## src/rtl/video_pkg.sv

```systemverilog
// Shared video constants: TMDS control symbols, symbol width, colour expansion.
// Latency: n/a (constants and pure functions only).
// Backpressure: n/a.
package video_pkg;

  localparam int TMDS_W = 10;

  // Control symbols indexed by {C1,C0}
  localparam logic [TMDS_W-1:0] TMDS_CTL_00 = 10'b1101010100;
  localparam logic [TMDS_W-1:0] TMDS_CTL_01 = 10'b0010101011;
  localparam logic [TMDS_W-1:0] TMDS_CTL_10 = 10'b0101010100;
  localparam logic [TMDS_W-1:0] TMDS_CTL_11 = 10'b1010101011;

  // Replicate the nibble so 4'hF maps to full scale 8'hFF and 4'h0 to 8'h00.
  function automatic logic [7:0] expand4(input logic [3:0] n);
    return {n, n};
  endfunction

endpackage

```

## src/rtl/tmds_encoder.sv

```systemverilog
// One DVI TMDS channel: transition minimisation, then DC-balancing symbol selection.
// Latency: 2 clocks (input sampled at one edge drives q after the next edge).
// Backpressure: none; a new symbol is accepted and produced every clock.
module tmds_encoder
  import video_pkg::*;
(
  input  logic              clk,
  input  logic              reset,
  input  logic [7:0]        d,
  input  logic              c0,
  input  logic              c1,
  input  logic              de,
  output logic [TMDS_W-1:0] q
);

  function automatic logic [3:0] popcount8(input logic [7:0] v);
    logic [3:0] c;
    c = 4'd0;
    for (int i = 0; i < 8; i++) c = c + {3'b000, v[i]};
    return c;
  endfunction

  // Stage 1 state
  logic [8:0] qm_q, qm_d;
  logic       de_q, c0_q, c1_q;
  // Stage 2 state
  logic signed [5:0] cnt_q, cnt_d;
  logic [TMDS_W-1:0] q_q, q_d;

  logic [3:0] ones_in;
  logic       use_xnor;

  // Stage 1: choose XOR/XNOR chain to minimise transitions in the 8-bit word
  always_comb begin
    ones_in  = popcount8(d);
    use_xnor = (ones_in > 4'd4) || ((ones_in == 4'd4) && !d[0]);
    qm_d     = 9'd0;
    qm_d[0]  = d[0];
    for (int i = 1; i < 8; i++) begin
      qm_d[i] = use_xnor ? ~(qm_d[i-1] ^ d[i]) : (qm_d[i-1] ^ d[i]);
    end
    qm_d[8] = ~use_xnor;
  end

  logic [3:0]        n1, n0;
  logic signed [5:0] diff;
  logic signed [5:0] two_qm8;
  logic signed [5:0] two_nqm8;
  logic [TMDS_W-1:0] ctl_sym;

  // Stage 2: pick inverted or plain word to steer running disparity toward zero
  always_comb begin
    n1       = popcount8(qm_q[7:0]);
    n0       = 4'd8 - n1;
    diff     = $signed({2'b00, n1}) - $signed({2'b00, n0});
    two_qm8  = qm_q[8] ? 6'sd2 : 6'sd0;
    two_nqm8 = qm_q[8] ? 6'sd0 : 6'sd2;
    case ({c1_q, c0_q})
      2'b00:   ctl_sym = TMDS_CTL_00;
      2'b01:   ctl_sym = TMDS_CTL_01;
      2'b10:   ctl_sym = TMDS_CTL_10;
      default: ctl_sym = TMDS_CTL_11;
    endcase
    q_d   = ctl_sym;
    cnt_d = 6'sd0;
    if (de_q) begin
      if ((cnt_q == 6'sd0) || (n1 == n0)) begin
        q_d   = {~qm_q[8], qm_q[8], (qm_q[8] ? qm_q[7:0] : ~qm_q[7:0])};
        cnt_d = qm_q[8] ? (cnt_q + diff) : (cnt_q - diff);
      end else if (((cnt_q > 6'sd0) && (n1 > n0)) || ((cnt_q < 6'sd0) && (n0 > n1))) begin
        q_d   = {1'b1, qm_q[8], ~qm_q[7:0]};
        cnt_d = cnt_q + two_qm8 - diff;
      end else begin
        q_d   = {1'b0, qm_q[8], qm_q[7:0]};
        cnt_d = cnt_q - two_nqm8 + diff;
      end
    end
  end

  // Pipeline registers; reset drains to the idle control symbol with zero disparity
  always_ff @(posedge clk) begin
    if (!reset) begin
      qm_q  <= 9'd0;
      de_q  <= 1'b0;
      c0_q  <= 1'b0;
      c1_q  <= 1'b0;
      cnt_q <= 6'sd0;
      q_q   <= TMDS_CTL_00;
    end else begin
      qm_q  <= qm_d;
      de_q  <= de;
      c0_q  <= c0;
      c1_q  <= c1;
      cnt_q <= cnt_d;
      q_q   <= q_d;
    end
  end

  assign q = q_q;

endmodule

```

## src/rtl/vga_to_tmds.sv

```systemverilog
// VGA 12-bit RGB + sync to three DVI TMDS channel symbols (blue=ch0, green=ch1, red=ch2).
// Latency: 2 clocks, fixed.
// Backpressure: none; one pixel in and one symbol triple out every clock.
module vga_to_tmds
  import video_pkg::*;
#(
  parameter bit SYNC_INVERT = 1'b0
) (
  input  logic              clk,
  input  logic              reset,
  input  logic [3:0]        vga_r,
  input  logic [3:0]        vga_g,
  input  logic [3:0]        vga_b,
  input  logic              vga_hs,
  input  logic              vga_vs,
  input  logic              vga_de,
  output logic [TMDS_W-1:0] tmds_r,
  output logic [TMDS_W-1:0] tmds_g,
  output logic [TMDS_W-1:0] tmds_b
);

  logic hs_enc, vs_enc;
  assign hs_enc = vga_hs ^ SYNC_INVERT;
  assign vs_enc = vga_vs ^ SYNC_INVERT;

  // Only the blue channel carries sync; red and green always send control code 00
  tmds_encoder u_enc_b (
    .clk(clk), .reset(reset), .d(expand4(vga_b)),
    .c0(hs_enc), .c1(vs_enc), .de(vga_de), .q(tmds_b)
  );

  tmds_encoder u_enc_g (
    .clk(clk), .reset(reset), .d(expand4(vga_g)),
    .c0(1'b0), .c1(1'b0), .de(vga_de), .q(tmds_g)
  );

  tmds_encoder u_enc_r (
    .clk(clk), .reset(reset), .d(expand4(vga_r)),
    .c0(1'b0), .c1(1'b0), .de(vga_de), .q(tmds_r)
  );

endmodule

```

## config.mk

```make
export PLATFORM = sky130hd
export DESIGN_NAME = vga_to_tmds
export DESIGN_NICKNAME = d
export VERILOG_FILES = /design/src/rtl/video_pkg.sv /design/src/rtl/tmds_encoder.sv /design/src/rtl/vga_to_tmds.sv
export SDC_FILE = /design/constraint.sdc
export NUM_CORES = 1
export LEC_CHECK = 0
export BUFFER_PORTS_ARGS = -buffer_cell sky130_fd_sc_hd__buf_2
export CORE_MARGIN = 4
export CORE_UTILIZATION = 55
export DETAILED_ROUTE_END_ITERATION = 10
export PLACE_DENSITY = 0.85
export SLEW_MARGIN = 5
export SYNTH_ARGS = -nofsm -noshare
export SYNTH_HDL_FRONTEND = slang
export SYNTH_SLANG_ARGS = --single-unit
```

## constraint.sdc

```tcl
create_clock -name clk -period 10.3 [get_ports clk]
set_input_delay 1.03 -clock clk [delete_from_list [all_inputs] [get_ports clk]]
set_output_delay 1.03 -clock clk [all_outputs]
set_load 0.01 [all_outputs]
```

; Word-level counts from Yosys, hierarchy flattened
; Index checks and enable logic that the tools add are counted.
[word_totals]
reg_bits = 78
latch_bits = 0
ramBits = 0
rom_bits = 0
inputBits = 17
output_inout_bits = 30
wordCells = 225
n_memories = 0
[op_classes]
n_addsub = 66
mul = 0
div = 0
n_lt_le_gt_ge = 15
eq_ne = 8
shifts = 0
mux = 47
n_bitwise = 51
n_reduce_logical = 26
[ops]
columns = op, count
row1 = adder 4 x 1 -> 4 bit, 36
row2 = 2-to-1 mux 10 bit, 7
row3 = adder 6 bit, 9
row4 = 2-to-1 mux 6 bit, 9
row5 = subtractor 6 bit, 9
row6 = case mux 10 bit (3 select lines), 1
row7 = NOT 1 bit, 27
row8 = greater-than comparator 4 bit, 6
row9 = 2-to-1 mux 8 bit, 3
row10 = NOT 8 bit, 3
row11 = 2-to-1 mux 1 bit, 21
row12 = XOR 1 bit, 21
row13 = greater-than comparator 6 x 1 -> 1 bit (second input constant), 3
row14 = zero test 6 bit, 3
row15 = less-than comparator 6 x 1 -> 1 bit (second input constant), 3
row16 = subtractor 4 x 4 -> 5 bit, 3
row17 = adder 1 x 1 -> 2 bit, 6
row18 = == test 4 x 3 -> 1 bit (second input constant), 3
row19 = == test 4 bit, 3
row20 = greater-than comparator 4 x 3 -> 1 bit (second input constant), 3
row21 = 2-to-1 mux 2 bit, 6
row22 = subtractor 4 bit (first input constant), 3
row23 = logical AND 1 bit, 9
row24 = logical OR 1 bit, 9
row25 = other kinds (5), 7

; Depth between registers and ports, before layout
; Gate-level depths: netlist of run 1.
[depth]
word_depth = 29
depth_mapped = 23

; Cells and area by module
; From an unflattened synthesis of run 1, not the netlist that was laid out.
[unflattened]
hier_cells = 741
area_unflattened_um2 = 6916.6
[by_module_without_submodules]
columns = module, instances, cells_per_inst, area_each_um2, seq_area_each_um2
row1 = tmds_encoder at u_enc_b, 1, 245, 2313.5, 560.5
row2 = tmds_encoder at u_enc_r, 1, 248, 2301.0, 560.5
row3 = tmds_encoder at u_enc_g, 1, 247, 2298.5, 560.5
row4 = vga_to_tmds, 1, 1, 3.8, 0.0

; Worst setup path after synthesis of run 1
; No wires, ideal clock.
[synth_path]
path_kind = reg-to-reg
start = register u_enc_g.qm_q[0]
end = register u_enc_g.cnt_q[5]
setup_ps = 87
arrival_time_ps = 5378
setup_slack_ps = 4835
stages_incl_launch_ff = 23
n_path_buf = 1
period_less_slack_ps = 5465
path_cell_list = dfxtp_1 -> ha_1 -> inv_1 -> fa_1 -> fa_1 -> fa_1 -> fa_1 -> buf_2 -> nand2_1 -> ha_1 -> nor2b_1 -> o21ai_0 -> and2_1 -> ha_1 -> inv_1 -> ha_1 -> a21oi_1 -> maj3_1 -> xor2_1 -> o21ai_0 -> and3_1 -> o21a_1 -> o31ai_1
[synth_between]
elab_chain_len = 13
[synth_rtl]
columns = item, line_no
row1 = "start, declared", tmds_encoder.sv:24  ; logic [8:0] qm_q, qm_d;
row2 = "start signal, assigned", tmds_encoder.sv:90  ; qm_q <= qm_d;
row3 = adder 1 x 1 -> 2 bit *, tmds_encoder.sv:19  ; for (int i = 0; i < 8; i++) c = c + {3'b000, v[i]};
row4 = adder 4 x 1 -> 4 bit * (6 in series), tmds_encoder.sv:19
row5 = "parallel branches: the longest is 5 deep, another holds adder 6 bit", --
row6 = 2-to-1 mux 6 bit *, tmds_encoder.sv:67  ; if ((cnt_q == 6'sd0) || (n1 == n0)) begin
row7 = "end signal, assigned", tmds_encoder.sv:94  ; cnt_q <= cnt_d;
row8 = "end, declared", tmds_encoder.sv:27  ; logic signed [5:0] cnt_q, cnt_d;
; Mark *: on every way between the ends.
; A chain may end at the register's enable or synchronous reset.

; Worst setup path after layout of run 1
[layout_path]
start = register u_enc_g.qm_q[1]
end = register u_enc_g.cnt_q[5]
; Same word-level chain as after synthesis.

==> results of run 1 <==
==> Yosys cell counts (all sizes together), types with 2 or more instances <==
cell	instances
a211oi	9
a21o	16
a21oi	36
a31oi	7
a32oi	2
and2	32
and3	5
buf	4
clkbuf	11
dfxtp	78
fa	30
ha	79
inv	94
maj3	4
mux2	4
mux2i	12
nand2	20
nand2b	11
nand3	6
nor2	42
nor2b	5
nor3	8
nor4	3
o21a	2
o21ai	29
o21ba	5
o22ai	2
o31ai	3
or2	5
or3	3
xnor2	73
xor2	32
==> stage by stage <==
step | setup slack, ns | util (%)
6_report | 4.28 | 62.9
5_1_grt | 3.99 | 62.9
4_1_cts | 4.32 | 62.9
3_5_place_dp | 4.33 | 60.2
3_3_place_gp | 4.65 | 60.2
2_1_floorplan | 4.83 | -
==> path summary, 6_finish.rpt <==
check / endpoint / start / slack [ns] / cells past startpoint
worst max-delay path: u_enc_g.cnt_q[5] / u_enc_g.qm_q[1] / 4.28 / 22
worst min-delay path: register / register / 0.49 / 1
worst max register to register: u_enc_g.cnt_q[5] / u_enc_g.qm_q[1] / 4.28 / 22
worst min register to register: register / register / 0.49 / 1
==> layout make-up <==
class / instances / share of cell area [%]
multi-input cells: 499 / 62.2
flip-flops and latches: 78 / 22.5
inverters: 95 / 5.16
repair buffers: 47 / 3.43
clock buffers: 10 / 3.30
well taps: 140 / 2.53
clock inverters: 6 / 0.902
==> state kept, by name, summed over array words and instances, names as in the netlist, named ones only <==
signal / count
u_enc_b.q: 10
u_enc_b.c1_q: 1
u_enc_g.q: 10
u_enc_b.de_q: 1
u_enc_r.cnt_q: 5
u_enc_g.cnt_q: 5
u_enc_b.cnt_q: 5
u_enc_r.qm_q: 9
u_enc_b.c0_q: 1
u_enc_g.qm_q: 9
u_enc_r.q: 10
u_enc_b.qm_q: 9
==> cell families (layout without fill, tap and decap cells) <==
kind of cell | Yosys count | after routing | share of synthesized area [%]
AOI/OAI and AO/OA | 120 | 120 | 12.9
xor gates and xnor gates | 105 | 105 | 14.8
adders and majority gates | 113 | 113 | 25.9
buffers and inverters | 110 | 158 | 6.76
DFF | 78 | 78 | 24.8
muxes | 16 | 16 | 2.62
and+or+nand+nor | 145 | 145 | 12.2
==> routing by layer <==
metal / GRT usage [%] / up-vias
met1: 22.8 / 2322
met2: 41.0 / 108
met3: 3.84 / 29
met4: 7.67 / 0
met5: 0 / -
li1: - / 2320
==> worst reg2reg max path, cell delays in order, from the launching register on <==
cell	delay, ns
dfxtp_1	0.32
ha_1	0.27
inv_1	0.04
fa_1	0.50
fa_1	0.45
fa_1	0.43
fa_1	0.45
xor2_1	0.37
inv_1	0.11
ha_1	0.39
nor2b_1	0.23
o21ai_0	0.13
and2_1	0.22
ha_1	0.28
inv_1	0.05
ha_1	0.33
a21oi_1	0.10
maj3_1	0.37
xor2_1	0.18
o21ai_0	0.11
and3_1	0.22
o21a_1	0.17
o31ai_1	0.21
==> layout by cell type (no fill, tap or decap), types with 5 or more instances in the layout <==
| cell type | Yosys | final |
|---|---|---|
| nor2b_1 | 5 | 5 |
| mux2i_1 | 12 | 12 |
| a21oi_1 | 35 | 35 |
| xor2_1 | 31 | 31 |
| and3_1 | 5 | 5 |
| a211oi_1 | 9 | 9 |
| fa_1 | 30 | 30 |
| inv_1 | 94 | 94 |
| xnor2_1 | 72 | 72 |
| buf_2 | 3 | 46 |
| a21o_1 | 16 | 16 |
| nand3_1 | 6 | 6 |
| or2_2 | 5 | 5 |
| and2_1 | 31 | 31 |
| nor2_1 | 40 | 40 |
| nor3_1 | 5 | 5 |
| a31oi_1 | 7 | 7 |
| ha_1 | 79 | 79 |
| clkbuf_16 | 0 | 9 |
| nand2_1 | 20 | 20 |
| o21ba_2 | 5 | 5 |
| o21ai_0 | 26 | 26 |
| dfxtp_1 | 78 | 78 |
| nand2b_1 | 11 | 11 |
==> impl_metrics.csv, run 1 <==
group,metric,value,unit
logic_synthesis,ys_ff_latch,78,
cts,cts.hold.buffers_added,0,
logic_synthesis,syn-cell-area,6300,um2
setup_path,arrival,6.28,ns
detailed_routing,routed_wl,13.1,mm
floorplanning,row_count,38,
detailed_routing,drt-met1-wl,5.14,mm
finish,design_area,6930,um2
cts,cts_tree,"built",
floorplanning,coreArea,11000,um2
placed_design,portBuffers,46,
setup_path,path_cells,"ha_1 > inv_1 > fa_1 > fa_1 > fa_1 > fa_1 > xor2_1 > inv_1 > ha_1 > nor2b_1 > o21ai_0 > and2_1 > ha_1 > inv_1 > ha_1 > a21oi_1 > maj3_1 > xor2_1 > o21ai_0 > and3_1 > o21a_1 > o31ai_1",
detailed_routing,dr_wl_met2,7.18,mm
setup_path,startpoint_type,"register",
detailed_routing,viasPerCell,5.46,
sta,worstMarginPinSlew,1.06,ns
cts,post_cts_resized,0,
finish,register_area,1560,um2
cts,clk_pin_slew,0.06,ns
logic_synthesis,avgSynthCellArea,9.16,um2
finish,final_nets,856,
status,status,"finished clean",
detailed_routing,dr_wl_met3,458,um
global_routing,antenna_found_initial,0,
global_routing,grt_remaining_overflow,0,
logic_synthesis,synth_top_cell_by_area,"dfxtp_1",
setup_path,cp_top_family,"adder cells",
detailed_routing,drt_first_pass_iters,4,
setup_path,crit_slowest_cell,"fa_1",
cts,postCtsSetupBuffers,0,
cts,cts_buffers,9,
min_path,hold_class,"register to register",
global_routing,grt_start_max_net_pins,40,
logic_synthesis,ys_async_sr_fraction,0,%
sta,fin_crit_sh,58.5,%
global_routing,grt_usage,21.2,%
floorplanning,die_h,115,um
floorplanning,die-area,13200,um2
finish,multiInputGateArea,4310,um2
setup_path,cp_slowest_stage_delay,0.50,ns
job,drv_cap,0,
setup_path,path_max_fanout,7,
logic_synthesis,synth_cell_types,59,
setup_path,cp.required,10.55,ns
logic_synthesis,syn-instance-count,687,
sta,fin_skew,0.00830,ns
floorplanning,initial_utilization,57.1,%
floorplanning,pin_count,47,
cts,root_buffer,"clkbuf_16",
detailed_routing,highest_layer,"met4",
cts,cts.path.max_buffers,2,
finish,fin_cells,875,
cts,cts-htree-levels,3,
cts,clk_latency,0.34,ns
sta,rsz0062_at_grt,"false",
finish,drive_gt1_share,12.2,%
sta,hold_ws,0.495,ns
floorplanning,die_width,115,um
sta,tns,0,ns
finish,synthToLayoutAreaGrowth,10.1,%
sta,slew_violations,0,
finish,fillers,882,
logic_synthesis,ys_top_cells_by_area,"dfxtp_1 (25%), ha_1 (16%), xnor2_1 (10%)",
logic_synthesis,synthFlopType,"dfxtp_1",
finish,diodes,0,
sta,slew_headroom,29.2,%
placed_design,dp.cells,859,
detailed_routing,routedWlPerCell,14.9,um
logic_synthesis,yosys_warnings,0,
detailed_routing,drc,0,
detailed_routing,drt_iter0_drc,230,
logic_synthesis,ys_seq_area_share,24.8,%
placed_design,placed_cell_area,6640,um2
detailed_routing,ant_nets,0,
sta,setup_viol,0,
setup_path,cp-end-kind,"register",
logic_synthesis,synth_edf_count,0,
logic_synthesis,yosys.area.top_type_share,24.8,%
cts,clock_sinks,78,
placed_design,dpl.hpwl,10.2,mm
sta,hold_viol_final,0,
setup_path,worstPathBufferInverterCount,3,
sta,max_freq,166,MHz
global_routing,grt_pass1_vias,5115,
sta,period_needed,6.02,ns
detailed_routing,vias,4779,
logic_synthesis,syn_nets,813,
placed_design,gp_congestion,0.869,
setup_path,critPathKind,"register to register",
global_routing,grt_pass1_wl,22.8,mm
Power of run 1 is not shown: default switching activity piles up to over one toggle a cycle in this logic, so the estimate is an artifact.
==> run 2: changes to the inputs <==
--- a/config.mk
+++ b/config.mk
@@ -5,6 +5,7 @@
 export SDC_FILE = /design/constraint.sdc
 export NUM_CORES = 1
 export LEC_CHECK = 0
+export ABC_AREA = 1
 export BUFFER_PORTS_ARGS = -buffer_cell sky130_fd_sc_hd__buf_2
 export CORE_MARGIN = 4
 export CORE_UTILIZATION = 55
==> constraint.sdc (replaced) <==
create_clock -name clk -period 5.6 [get_ports clk]
set_input_delay 0.56 -clock clk [delete_from_list [all_inputs] [get_ports clk]]
set_output_delay 0.56 -clock clk [all_outputs]
set_load 0.01 [all_outputs]
==> run 2 against run 1 <==
Flip-flop and latch count stayed put. Global-route usage about the same. Cell count rose by 22%. Die area rose by 1.5%. Synthesized area rose by 1.6%. Worst hold slack lost 0.092 ns. Synthesized cell count up 26%. Clock-buffer cell count unchanged. Utilization shrank 0.58 points. Via count rose by 15%. Wire length grew 4.9%.
==> impl_metrics.csv, run 2 <==
group,metric,value,unit
floorplanning,row_count,39,
logic_synthesis,syn-cell-area,6390,um2
global_routing,antenna_found_initial,0,
sta,period_needed,5.29,ns
floorplanning,die-area,13400,um2
floorplanning,coreArea,11400,um2
logic_synthesis,avgSynthCellArea,7.36,um2
detailed_routing,drc,0,
setup_path,crit_slowest_cell,"fa_2",
detailed_routing,viasPerCell,5.14,
logic_synthesis,ys_seq_area_share,24.4,%
cts,root_buffer,"clkbuf_16",
finish,mostFrequentLayoutCell,"nand2_1",
logic_synthesis,synth.most_common_cell,"nand2_1",
global_routing,grt_pass1_vias,5323,
sta,tns,0,ns
logic_synthesis,syn_nets,995,
min_path,hold_start,"vga_de",
cts,cts-htree-levels,3,
floorplanning,pin_count,47,
min_path,min_to,"u_enc_b.de_q",
finish,final_cell_mix,"nand2_1 (189), inv_1 (162), ha_1 (79), dfxtp_1 (78), nand3_1 (59)",
detailed_routing,routed_wl,13.7,mm
setup_path,arrival,5.52,ns
setup_path,cp-end-kind,"register",
global_routing,grt_remaining_overflow,0,
cts,clk_pin_slew,0.06,ns
setup_path,critPathKind,"register to register",
cts,clk_latency,0.34,ns
finish,synthToLayoutAreaGrowth,11.2,%
logic_synthesis,syn-instance-count,869,
setup_path,path_max_fanout,6,
detailed_routing,drt_iter0_drc,242,
sta,hold_viol_final,0,
logic_synthesis,synthFlopType,"dfxtp_1",
cts,cts_tree,"built",
floorplanning,die_width,116,um
setup_path,ff2ff_path_depth,26,
setup_path,cp.required,5.83,ns
min_path,min_delay_path_depth,3,
finish,drive_gt1_share,11.0,%
min_path,hold_class,"input pin to register",
finish,final_nets,1047,
sta,slew_violations,0,
global_routing,grt_pass1_wl,23.2,mm
logic_synthesis,synth_cell_types,33,
finish,fin_util,62.3,%
logic_synthesis,yosys.area.top_type_share,24.4,%
logic_synthesis,synth_top_cell_by_area,"dfxtp_1",
global_routing,grt_start_max_net_pins,26,
setup_path,startpoint_type,"register",
sta,fin_skew,0.00961,ns
detailed_routing,routedWlPerCell,12.8,um
setup_path,r2r-end,"u_enc_g.cnt_q[5]",
logic_synthesis,ys_ff_latch,78,
sta,fin_crit_sh,94.5,%
cts,cts_buffers,9,
detailed_routing,ant_nets,0,
sta,slew_headroom,44.8,%
logic_synthesis,synth_edf_count,0,
finish,diodes,0,
logic_synthesis,ys_async_sr_fraction,0,%
logic_synthesis,ys_top_cells_by_area,"dfxtp_1 (24%), ha_1 (15%), nand2_1 (11%)",
placed_design,gp_congestion,0.899,
status,status,"finished clean",
sta,setup_viol,0,
detailed_routing,vias,5491,
sta,hold_ws,0.403,ns
floorplanning,initial_utilization,56.0,%
placed_design,dpl.hpwl,10.6,mm
global_routing,grt_usage,21.3,%
setup_path,reg2reg_from,"u_enc_g.qm_q[0]",
setup_path,regToRegSetupSlack,0.31,ns
floorplanning,die_h,116,um
cts,clock_sinks,78,
cts,cts.path.max_buffers,2,
setup_path,cp_common_cell,"nand2_1",
finish,multiInputGateArea,4200,um2
sta,max_freq,189,MHz
job,drv_cap,0,
setup_path,cp_slowest_stage_delay,0.63,ns
finish,register_area,1560,um2
logic_synthesis,yosys_warnings,0,
detailed_routing,drt_first_pass_iters,5,
logic_synthesis,synthTopCellsByCount,"nand2_1 (192), inv_1 (162), ha_1 (79), dfxtp_1 (78), nand3_1 (59)",
sta,worstMarginPinSlew,0.828,ns
placed_design,portBuffers,46,
cts,cts.hold.buffers_added,0,
finish,fillers,1019,
run 2: cell types whose count changed in the layout (fill, tap and decap cells not counted), sizes merged, moves of 12 or more:
cell,delta
xnor2,-52
mux2i,-12
nand3,+56
a21o,-15
inv,+69
a21oi,+18
nand2,+177
o21ai,+20
nor2,+12
and2,-32
run 2: area by class of cell:
| type | count | area share [%] |
|---|---|---|
| clock inverters | 5 | 0.845 |
| repair buffers | 50 | 3.66 |
| clock buffers | 10 | 3.36 |
| well taps | 143 | 2.52 |
| multi-input cells | 618 | 59.0 |
| inverters | 164 | 8.66 |
| flip-flops and latches | 78 | 22.0 |
run 2: through the flow:
step,cell area (um2),worst slack [ns],std cells
2_1_floorplan,6390,0.529,869
6_report,7110,0.307,1068
3_3_place_gp,6770,0.340,1050
4_1_cts,7060,0.106,1065
3_5_place_dp,6770,0.155,1050
5_1_grt,7110,-0.00942,1068
run 2: cells by family after synthesis:
group | count (synthesis) | share of synthesized area (%)
adder cells (fa/ha/maj) | 109 | 24.8
AND/OR/NAND/NOR | 339 | 22.8
XOR/XNOR | 53 | 7.61
flip-flops | 78 | 24.4
buffers and inverters | 173 | 10.3
AO/OA/AOI/OAI | 117 | 10.0
run 2: worst max-delay path: cells and delay by family, from the launching register on:
| family | cells | cell delay [ns] |
|---|---|---|
| flops | 1 | 0.32 |
| buf+inv | 4 | 0.23 |
| simple gates | 11 | 0.93 |
| xor+xnor | 1 | 0.15 |
| fa+ha+maj | 8 | 3.17 |
| compound gates | 2 | 0.39 |
run 2: repair_timing:
| action | CTS | global route |
|---|---|---|
| resized for setup | 0 | 9 |
| endpoints found under the setup margin | 0 | 4 |
| setup buffers | 0 | 3 |
run 2: layer usage:
metal  track usage, %  vias up  wire length (um)  part of all wire [%]
met3             4.49       25               605                   4.4
met4             5.49        0               218                   1.6
met5                0        -                 0                     0
met2             37.3      110              6710                    49
met1             26.7     2536              6180                    45
li1                 -     2820                 -                     -
run 2: how the worst max path moves through the flow:
stage / from / slack, ns / endpoint / depth (start not counted)
after CTS: u_enc_b.qm_q[0] / 0.11 / u_enc_b.cnt_q[5] / 25
after detailed placement: u_enc_b.qm_q[0] / 0.15 / u_enc_b.cnt_q[5] / 24
final: u_enc_g.qm_q[0] / 0.31 / u_enc_g.cnt_q[5] / 26
after global placement: u_enc_b.qm_q[0] / 0.34 / u_enc_b.cnt_q[5] / 26
after floorplan: u_enc_b.qm_q[0] / 0.53 / u_enc_b.cnt_q[5] / 26
after global routing: u_enc_r.qm_q[1] / -0.009 / u_enc_r.cnt_q[5] / 29
Power of run 2 is left out for the same reason.
